<file path="src/rtl/iterative_muldiv_if.sv">
// Request/response handshake bundle for the iterative multiply/divide unit.
interface iterative_muldiv_if #(
  parameter int unsigned XLEN = 32
) ();

  logic            in_valid;
  logic            in_ready;
  logic [2:0]      funct3;
  logic [XLEN-1:0] operand_a;
  logic [XLEN-1:0] operand_b;
  logic            out_valid;
  logic            out_ready;
  logic [XLEN-1:0] result;

  // Requester side: issues operations and consumes results
  modport master (
    output in_valid,
    input  in_ready,
    output funct3,
    output operand_a,
    output operand_b,
    input  out_valid,
    output out_ready,
    input  result
  );

  // Execution unit side
  modport slave (
    input  in_valid,
    output in_ready,
    input  funct3,
    input  operand_a,
    input  operand_b,
    output out_valid,
    input  out_ready,
    output result
  );

endinterface

</file>
<file path="src/rtl/iterative_muldiv.sv">
// Sequential RV32M/RV64M unit: radix-2 shift-add multiply and restoring divide
// on operand magnitudes, followed by a sign-fixup cycle. Divide-by-zero and
// signed overflow bypass the iteration and complete on the accept edge.
module iterative_muldiv #(
  parameter int unsigned XLEN = 32
) (
  input  logic              clock,
  input  logic              reset_n,
  input  logic              kill,
  iterative_muldiv_if.slave bus
);

  localparam int unsigned W2 = 2 * XLEN;
  localparam int unsigned CW = $clog2(XLEN);

  localparam logic [2:0] F_MUL    = 3'b000;
  localparam logic [2:0] F_MULH   = 3'b001;
  localparam logic [2:0] F_MULHSU = 3'b010;
  localparam logic [2:0] F_MULHU  = 3'b011;
  localparam logic [2:0] F_DIV    = 3'b100;
  localparam logic [2:0] F_DIVU   = 3'b101;
  localparam logic [2:0] F_REM    = 3'b110;
  localparam logic [2:0] F_REMU   = 3'b111;

  localparam logic [XLEN-1:0] MIN_INT = {1'b1, {(XLEN-1){1'b0}}};

  typedef enum logic [1:0] {
    S_IDLE,
    S_BUSY,
    S_FIXUP,
    S_DONE
  } state_t;

  state_t          state_q;
  logic            in_ready_q;
  logic            out_valid_q;
  logic [XLEN-1:0] result_q;
  logic [2:0]      f3_q;
  logic            a_neg_q;
  logic            b_neg_q;
  logic [XLEN-1:0] mag_q;   // multiplicand (multiply) or divisor (divide)
  logic [W2-1:0]   acc_q;   // {partial product, multiplier} or {remainder, quotient}
  logic [CW-1:0]   cnt_q;

  // Request decode: signedness, magnitudes and fast-path detection
  logic            is_div_c;
  logic            a_signed_c;
  logic            b_signed_c;
  logic            a_neg_c;
  logic            b_neg_c;
  logic [XLEN-1:0] a_mag_c;
  logic [XLEN-1:0] b_mag_c;
  logic            div_zero_c;
  logic            ovf_c;
  logic [XLEN-1:0] fast_res_c;

  always_comb begin
    is_div_c   = bus.funct3[2];
    a_signed_c = (bus.funct3 == F_MULH) || (bus.funct3 == F_MULHSU) ||
                 (bus.funct3 == F_DIV)  || (bus.funct3 == F_REM);
    b_signed_c = (bus.funct3 == F_MULH) || (bus.funct3 == F_DIV) ||
                 (bus.funct3 == F_REM);
    a_neg_c    = a_signed_c && bus.operand_a[XLEN-1];
    b_neg_c    = b_signed_c && bus.operand_b[XLEN-1];
    a_mag_c    = a_neg_c ? (~bus.operand_a) + XLEN'(1) : bus.operand_a;
    b_mag_c    = b_neg_c ? (~bus.operand_b) + XLEN'(1) : bus.operand_b;
    div_zero_c = is_div_c && (bus.operand_b == '0);
    ovf_c      = ((bus.funct3 == F_DIV) || (bus.funct3 == F_REM)) &&
                 (bus.operand_a == MIN_INT) && (bus.operand_b == '1);
    fast_res_c = '0;
    if (div_zero_c) begin
      fast_res_c = bus.funct3[1] ? bus.operand_a : '1;
    end else if (ovf_c) begin
      fast_res_c = bus.funct3[1] ? '0 : MIN_INT;
    end
  end

  // One iteration step for both algorithms
  logic [XLEN:0]   hi_sum_c;
  logic [W2-1:0]   mul_next_c;
  logic [XLEN:0]   shifted_c;
  logic [XLEN:0]   trial_c;
  logic            q_bit_c;
  logic [XLEN-1:0] new_rem_c;
  logic [W2-1:0]   div_next_c;

  always_comb begin
    hi_sum_c   = {1'b0, acc_q[W2-1:XLEN]} + (acc_q[0] ? {1'b0, mag_q} : '0);
    mul_next_c = {hi_sum_c, acc_q[XLEN-1:1]};
    shifted_c  = {acc_q[W2-1:XLEN], acc_q[XLEN-1]};
    trial_c    = shifted_c - {1'b0, mag_q};
    q_bit_c    = ~trial_c[XLEN];
    new_rem_c  = q_bit_c ? trial_c[XLEN-1:0] : shifted_c[XLEN-1:0];
    div_next_c = {new_rem_c, acc_q[XLEN-2:0], q_bit_c};
  end

  // Sign fixup and result selection
  logic [W2-1:0]   prod_c;
  logic [XLEN-1:0] quot_c;
  logic [XLEN-1:0] rem_c;
  logic [XLEN-1:0] fix_res_c;

  always_comb begin
    prod_c    = (a_neg_q ^ b_neg_q) ? (~acc_q) + W2'(1) : acc_q;
    quot_c    = acc_q[XLEN-1:0];
    rem_c     = acc_q[W2-1:XLEN];
    fix_res_c = '0;
    case (f3_q)
      F_MUL:                     fix_res_c = prod_c[XLEN-1:0];
      F_MULH, F_MULHSU, F_MULHU: fix_res_c = prod_c[W2-1:XLEN];
      F_DIV:  fix_res_c = (a_neg_q ^ b_neg_q) ? (~quot_c) + XLEN'(1) : quot_c;
      F_DIVU: fix_res_c = quot_c;
      F_REM:  fix_res_c = a_neg_q ? (~rem_c) + XLEN'(1) : rem_c;
      F_REMU: fix_res_c = rem_c;
      default: fix_res_c = '0;
    endcase
  end

  // Control FSM and datapath registers; kill aborts from any state
  always_ff @(posedge clock or negedge reset_n) begin
    if (!reset_n) begin
      state_q     <= S_IDLE;
      in_ready_q  <= 1'b1;
      out_valid_q <= 1'b0;
      result_q    <= '0;
      f3_q        <= '0;
      a_neg_q     <= 1'b0;
      b_neg_q     <= 1'b0;
      mag_q       <= '0;
      acc_q       <= '0;
      cnt_q       <= '0;
    end else if (kill) begin
      state_q     <= S_IDLE;
      in_ready_q  <= 1'b1;
      out_valid_q <= 1'b0;
    end else begin
      case (state_q)
        S_IDLE: begin
          if (bus.in_valid && in_ready_q) begin
            f3_q       <= bus.funct3;
            a_neg_q    <= a_neg_c;
            b_neg_q    <= b_neg_c;
            in_ready_q <= 1'b0;
            if (div_zero_c || ovf_c) begin
              result_q    <= fast_res_c;
              out_valid_q <= 1'b1;
              state_q     <= S_DONE;
            end else begin
              mag_q   <= is_div_c ? b_mag_c : a_mag_c;
              acc_q   <= {{XLEN{1'b0}}, (is_div_c ? a_mag_c : b_mag_c)};
              cnt_q   <= CW'(XLEN - 1);
              state_q <= S_BUSY;
            end
          end
        end
        S_BUSY: begin
          acc_q <= f3_q[2] ? div_next_c : mul_next_c;
          if (cnt_q == '0) begin
            state_q <= S_FIXUP;
          end else begin
            cnt_q <= cnt_q - CW'(1);
          end
        end
        S_FIXUP: begin
          result_q    <= fix_res_c;
          out_valid_q <= 1'b1;
          state_q     <= S_DONE;
        end
        S_DONE: begin
          if (bus.out_ready) begin
            out_valid_q <= 1'b0;
            in_ready_q  <= 1'b1;
            state_q     <= S_IDLE;
          end
        end
        default: begin
          state_q     <= S_IDLE;
          in_ready_q  <= 1'b1;
          out_valid_q <= 1'b0;
        end
      endcase
    end
  end

  assign bus.in_ready  = in_ready_q;
  assign bus.out_valid = out_valid_q;
  assign bus.result    = result_q;

endmodule

</file>
<file path="src/flat_wrapper.sv">
// flat-port wrapper written by rule: the top's interface ports become plain ports
module iterative_muldiv_flat 
#(
  parameter int unsigned XLEN = 32
)
  (clock, reset_n, kill, bus_in_valid, bus_in_ready, bus_funct3, bus_operand_a, bus_operand_b, bus_out_valid, bus_out_ready, bus_result);
  iterative_muldiv_if #(.XLEN(XLEN)) bus_i ();
  input  logic clock;
  input  logic reset_n;
  input  logic kill;
  input wire logic [$bits(bus_i.in_valid)-1:0] bus_in_valid;
  output wire logic [$bits(bus_i.in_ready)-1:0] bus_in_ready;
  input wire logic [$bits(bus_i.funct3)-1:0] bus_funct3;
  input wire logic [$bits(bus_i.operand_a)-1:0] bus_operand_a;
  input wire logic [$bits(bus_i.operand_b)-1:0] bus_operand_b;
  output wire logic [$bits(bus_i.out_valid)-1:0] bus_out_valid;
  input wire logic [$bits(bus_i.out_ready)-1:0] bus_out_ready;
  output wire logic [$bits(bus_i.result)-1:0] bus_result;
  assign bus_i.in_valid = bus_in_valid;
  assign bus_in_ready = bus_i.in_ready;
  assign bus_i.funct3 = bus_funct3;
  assign bus_i.operand_a = bus_operand_a;
  assign bus_i.operand_b = bus_operand_b;
  assign bus_out_valid = bus_i.out_valid;
  assign bus_i.out_ready = bus_out_ready;
  assign bus_result = bus_i.result;
  iterative_muldiv #(.XLEN(XLEN)) u_core (.clock(clock), .reset_n(reset_n), .kill(kill), .bus(bus_i));
endmodule
</file>
<file path="config.mk">
export PLATFORM = sky130hd
export DESIGN_NAME = iterative_muldiv_flat
export DESIGN_NICKNAME = d
export VERILOG_FILES = /design/src/rtl/iterative_muldiv_if.sv /design/src/rtl/iterative_muldiv.sv /design/src/flat_wrapper.sv
export SDC_FILE = /design/constraint.sdc
export NUM_CORES = 1
export LEC_CHECK = 0
export ABC_AREA = 0
export BUFFER_PORTS_ARGS = -buffer_cell sky130_fd_sc_hd__buf_2
export CAP_MARGIN = 40
export CORE_MARGIN = 2
export CORE_UTILIZATION = 60
export CTS_CLUSTER_SIZE = 10
export DETAILED_ROUTE_END_ITERATION = 7
export GPL_ROUTABILITY_DRIVEN = 0
export PLACE_DENSITY = 0.76
export SLEW_MARGIN = 40
export SYNTH_ARGS = -nofsm -noshare
export SYNTH_HDL_FRONTEND = slang
export SYNTH_SLANG_ARGS = --single-unit
</file>
<file path="constraint.sdc">
create_clock -name clock -period 9.6 [get_ports clock]
set_clock_uncertainty 0.2 [all_clocks]
set_input_delay 2.88 -clock clock [delete_from_list [all_inputs] [get_ports clock]]
set_output_delay 2.88 -clock clock [all_outputs]
set_load 0.005 [all_outputs]
</file>
After elaboration in Yosys (flattened, before gate mapping)
Cells that the tools add are included.
{"block": "totals", "reg_bits": 142, "word_cells": 121}
{"block": "op_classes", "n_eq_ne": 24, "mux": 40, "n_bitwise": 9, "reduce_logical": 30, "add_sub_neg": 8}
{"cell": "$mux 32", "count": 14}
{"cell": "$mux 64", "count": 4}
{"cell": "$pmux 32 s6", "count": 1}
{"cell": "$add 32x1->32 const B", "count": 4}
{"cell": "$not 32->32", "count": 4}
{"cell": "$pmux 64 s2", "count": 1}
{"cell": "$add 64x1->64 const B", "count": 1}
{"cell": "$eq 32x32->1 const B", "count": 2}
{"cell": "$not 64->64", "count": 1}
{"cell": "$pmux 32 s2", "count": 1}
{"cell": "$add 32x33->33", "count": 1}
{"cell": "$sub 33x32->33", "count": 1}
{"cell": "$logic_not 32->1", "count": 1}
{"cell": "$eq 3x3->1 const B", "count": 6}
{"cell": "$reduce_and 4->1", "count": 4}
{"cell": "$mux 5", "count": 3}
{"cell": "$mux 2", "count": 5}
{"cell": "$pmux 5 s2", "count": 1}
{"cell": "$eq 3x2->1 const B", "count": 3}
{"cell": "$ne 3x2->1 const B", "count": 3}
{"cell": "$reduce_and 3->1", "count": 3}
{"cell": "$pmux 2 s4", "count": 1}
{"cell": "$logic_or 1x1->1", "count": 7}
{"cell": "$mux 1", "count": 7}
{"cell": "other kinds (20)", "count": 32}

Longest topological paths before layout
{"block": "depth", "ltp_word": 10, "depth_mapped": 15}

Worst setup path after synthesis
No wires, ideal clock.
{"block": "synth_path", "kind": "input port to flip-flop", "startpoint": "input bus_operand_b[26]", "endpoint": "register u_core.acc_q[52]", "t_required_ns": 9.262, "cell_stages": 11, "slack_ns": 3.950, "t_arrival_ns": 5.312, "path_buffers": 2, "cell_sequence": "or4_4 > or4_1 > or4_1 > buf_2 > o211ai_2 > o21ai_1 > buf_2 > nand2_2 > nor2_2 > a222oi_1 > o21ai_0"}
{"block": "synth_via", "elab_chain_len": 5, "elab_cells_between_ends": 7, "cone_classes": "eq/ne (2); reduce/logical (5)"}
{"element": "start: declaration", "line_no": "flat_wrapper.sv:15", "source": "input wire logic [$bits(bus_i.operand_b)-1:0] bus_operand_b;"}
{"element": "$eq 32x32->1 or $logic_not 32->1 (tied branches)", "line_no": "iterative_muldiv.sv:69, iterative_muldiv.sv:67"}
{"element": "$logic_and 1x1->1, on equally long branches", "line_no": "iterative_muldiv.sv:69, iterative_muldiv.sv:67"}
{"element": "$logic_or 1x1->1 (*)", "line_no": "iterative_muldiv.sv:144", "source": "if (div_zero_c || ovf_c) begin"}
{"element": "$ne 2x2->1 (no line) (*)"}
{"element": "$reduce_and 4->1 (no line) (*)"}
{"element": "end signal: assignment", "line_no": "iterative_muldiv.sv:150", "source": "acc_q <= {{XLEN{1'b0}}, (is_div_c ? a_mag_c : b_mag_c)};"}
{"element": "end signal: assignment", "line_no": "iterative_muldiv.sv:157", "source": "acc_q <= f3_q[2] ? div_next_c : mul_next_c;"}
{"element": "end: declaration", "line_no": "iterative_muldiv.sv:42", "source": "logic [W2-1:0] acc_q;"}
Every way passes the cells marked *; elsewhere a longest branch is shown, timed or not.
A chain may end at the register's enable or synchronous reset.

Worst setup path after layout
{"block": "layout_path", "startpoint": "input bus_operand_a[10]", "endpoint": "register u_core.acc_q[52]"}
{"block": "layout_via", "elab_chain_len": 6}
{"element": "start: declaration", "line_no": "flat_wrapper.sv:14", "source": "input wire logic [$bits(bus_i.operand_a)-1:0] bus_operand_a;"}
{"element": "$eq 32x32->1", "line_no": "iterative_muldiv.sv:69", "source": "(bus.operand_a == MIN_INT) && (bus.operand_b == '1);"}
{"element": "$logic_and 1x1->1", "line_no": "iterative_muldiv.sv:68", "source": "ovf_c = ((bus.funct3 == F_DIV) || (bus.funct3 == F_REM)) &&"}
{"element": "$logic_and 1x1->1", "line_no": "iterative_muldiv.sv:69"}
{"element": "$logic_or 1x1->1", "line_no": "iterative_muldiv.sv:144"}
{"element": "$ne 2x2->1 (no line)"}
{"element": "$reduce_and 4->1 (no line)"}
Every way passes these cells.

==> impl_results.md <==
- CTS buffer count: 17
- Initial Utilization: 60.7%
- 1st-iter DRT viols: 2843
- Power Internal: 2.82 mW
- Die height: 166 um
- Register bit count reported by yosys: 142
- Syn Nets: 2305
- Hold_sp: u_core.bus.result[4]
- Main synth FF type: dfrtp_1
- Overall Global Routing Usage: 42.1%
- Min-delay worst type: flop to flop
- Sw frac: 56.0%
- Setup Fix Bufs, Post-CTS: 0
- Most frequent cells in the layout: nor2_1, a21oi_1, o21ai_0, nand2_1, dfrtp_1
- Peak supply drop: 0.199 mV
- Post-Syn Area per Cell: 7.28 sq um
- Number of synthesized flops with an enable pin: 0
- Largest net degree at the start of global routing: 102
- Drt pass-1 iters: 8
- Worst Tran Pin Value: 1020 ps
- Routed via count: 17600
- Critical path launch point type: primary input
- Skew-Pair Late Insertion Delay: 450 ps
- Ys Warns: 0
- Die footprint: 27500 sq um
- Fillers: 2305
- Area contributors post-synth: dfrtp_1, a21oi_1, o21ai_0
- Grt ovf: 0
- Fin crit share: 72.0%
- Post-synth cell types: 78
- First-pass GRT wire length: 90500 um
- Synthesized instance count: 2156
- Clk pwr share: 11.0%
- Reg-to-reg startpoint: u_core.acc_q[32]
- P_sw: 3.59 mW
- Min Tclk post-route: 6910 ps
- # resized after CTS: 0
- FMAX: 0.145 GHz
- Relative slew slack: 31.5%
- FP Rows: 59
- Hold Path Cell Cnt: 2
- Root Buffer: clkbuf_16
- Util after Layout: 65.4%
- IO buf count: 105
- Yosys top cell by area: dfrtp_1
- H-tree depth: 4
- CTS tree: done
- Deepest clock path buffer count: 2
- DRC viols: 11
- # Max-Cap Violations: 0
- Reg area: 3560 sq um
- DR vias/cell: 7.04
- IO Pins: 106
- Register-to-Register Path Depth: 13
- CTS Hold Bufs: 0
- Final HPWL DP: 44600 um
- Clock Sinks: 142
- Worst R2R End: u_core.acc_q[47]
- Reg power frac: 21.6%
- Avg WL per Cell: 24.0 um
- Final setup vio count: 0
- Sequential share of the synthesized area: 22.7%
- Synthesized cell area: 15700 sq um
- Setup TNS: 0 ps
- Async SR Flop Fraction: 100%
- CP required: 9710 ps
- Detailed Route WL: 59900 um
- Clock-pin slew on the worst setup and hold paths: 70 ps
- Core area: 25800 sq um
- CP Class: primary input to flop
- Combinational share of power: 67.4%
- Hold Violations, Final: 0
- Top-area cell type share of the netlist area: 22.5%
- Status: complete, but fails checks
- Commonest non-fill, non-tap cell in the layout: nor2_1
- Failing checks: design-rule violations
- LEAKAGE: 7.13 nW
- Max FO, Critical Path: 66
- Reg2Reg Setup Slack: 5000 ps
- Syn-to-layout area delta: 7.78%
- Share of cells above drive strength 1: 10.9%
- CP Capture Type: flop
- Hold Path Sink: u_core.bus.result[4]
- WP data arrival: 7020 ps
- PD cells: 379 nW/um^2
- Vias in the first global route: 15800
- NumNets Final: 2294
- RSZ-0062 raised after global routing: false
- Antenna violations before repair: 0
- Die W: 166 um
- Final slew viol count: 0
- DRT antenna net count: 0
- Multi-input gate area: 11300 sq um
-- Yosys cell counts, types with 11 or more instances --
cell / n
inv_1: 70
and2_1: 11
nand4_1: 26
o31ai_1: 31
ha_1: 75
a211oi_1: 42
or4_1: 13
clkbuf_1: 130
nand3_1: 42
a21oi_1: 230
dfrtp_1: 141
xnor2_1: 97
mux2_2: 32
nor4_1: 29
o21a_1: 21
nor3_1: 45
a22oi_1: 21
o41ai_1: 13
o21ai_0: 197
buf_2: 16
and3_1: 12
nor2_1: 242
xor2_1: 82
a21o_1: 26
or3_1: 18
o21ai_1: 14
a211o_1: 11
mux2i_1: 33
nand2b_1: 21
o211ai_1: 22
a31oi_1: 42
nand2_1: 192
o221ai_1: 14
-- sequential cells by signal, summed over array words and instances (netlist names) --
register / cells
u_core.cnt_q: 5
u_core.acc_q: 64
u_core.bus.result: 32
u_core.bus.in_ready: 1
u_core.bus.out_valid: 1
u_core.b_neg_q: 1
u_core.mag_q: 32
u_core.state_q: 2
u_core.f3_q: 3
u_core.a_neg_q: 1
-- per-stage QoR --
step | hold slack [ps] | cells | setup slack, ps | instance area (sq um) | power (mW)
4_1_cts | 288 | 2492 | 2840 | 16900 | 6.15
6_report | 283 | 2494 | 2690 | 16900 | 6.40
5_1_grt | 316 | 2493 | 2440 | 16900 | 6.76
3_5_place_dp | 273 | 2460 | 2390 | 16200 | 5.42
3_3_place_gp | 263 | 2458 | 2620 | 16200 | 5.34
2_1_floorplan | 250 | 2156 | 3950 | 15700 | 4.26
-- how the worst max path moves through the flow --
stage | startpoint | depth (start not counted) | slack, ps | to
2_1_floorplan | bus_operand_b[26] | 11 | 3950 | u_core.acc_q[52]
6_report | bus_operand_a[10] | 12 | 2690 | u_core.acc_q[52]
3_3_place_gp | bus_operand_b[26] | 12 | 2620 | u_core.acc_q[52]
4_1_cts | bus_operand_a[10] | 12 | 2840 | u_core.acc_q[52]
5_1_grt | bus_operand_a[10] | 12 | 2440 | u_core.acc_q[52]
3_5_place_dp | bus_operand_a[10] | 12 | 2390 | u_core.acc_q[52]
-- critical path: stages --
cell	delay (ps)
buf_2	130
or4_1	630
nor4_1	580
nand3_1	450
o211ai_4	290
buf_4	490
o21ai_4	100
buf_4	350
nand3_1	470
a21oi_1	130
a222oi_1	330
o21ai_0	150
-- power groups by stage --
stage | logic, mW | clock network [mW] | registers [mW]
floorplan | 3.23 | 0 | 1.03
global placement | 4.02 | 0 | 1.32
detailed placement | 4.09 | 0 | 1.34
CTS | 4.12 | 0.706 | 1.32
global route | 4.64 | 0.736 | 1.38
finish | 4.32 | 0.707 | 1.38
-- kinds of logic (layout without fill, tap and decap cells) --
kind of cell    count (synthesis)  count (layout)  synth area share [%]
mux                            65              65                  4.40
fa+ha+maj                      77              77                  6.24
buf+inv                       232             234                  5.87
xor+xnor                      179             179                  9.99
other cells                     0               1                     0
flops                         142             142                  22.7
simple gates                  706             706                  21.2
compound gates                755             755                  29.6
-- per-layer routing --
layer  GRT usage, %  vias up  wire [um]
li1               -     7835          -
met1           54.7     8098      22600
met2           61.4     1306      24400
met5              0        -          0
met4           23.8        0       4290
met3           14.2      318       8510
-- final cells by class --
type / count / share of cell area [%]
tap: 335 / 2.48
multi-input combinational: 1782 / 66.6
sequential: 142 / 21.0
antenna: 1 / 0.0148
clock inverter: 15 / 1.25
timing repair buffer: 131 / 4.49
inverter: 71 / 1.58
clock buffer: 17 / 2.52
Note: power is estimated with default switching activity, not from simulation.
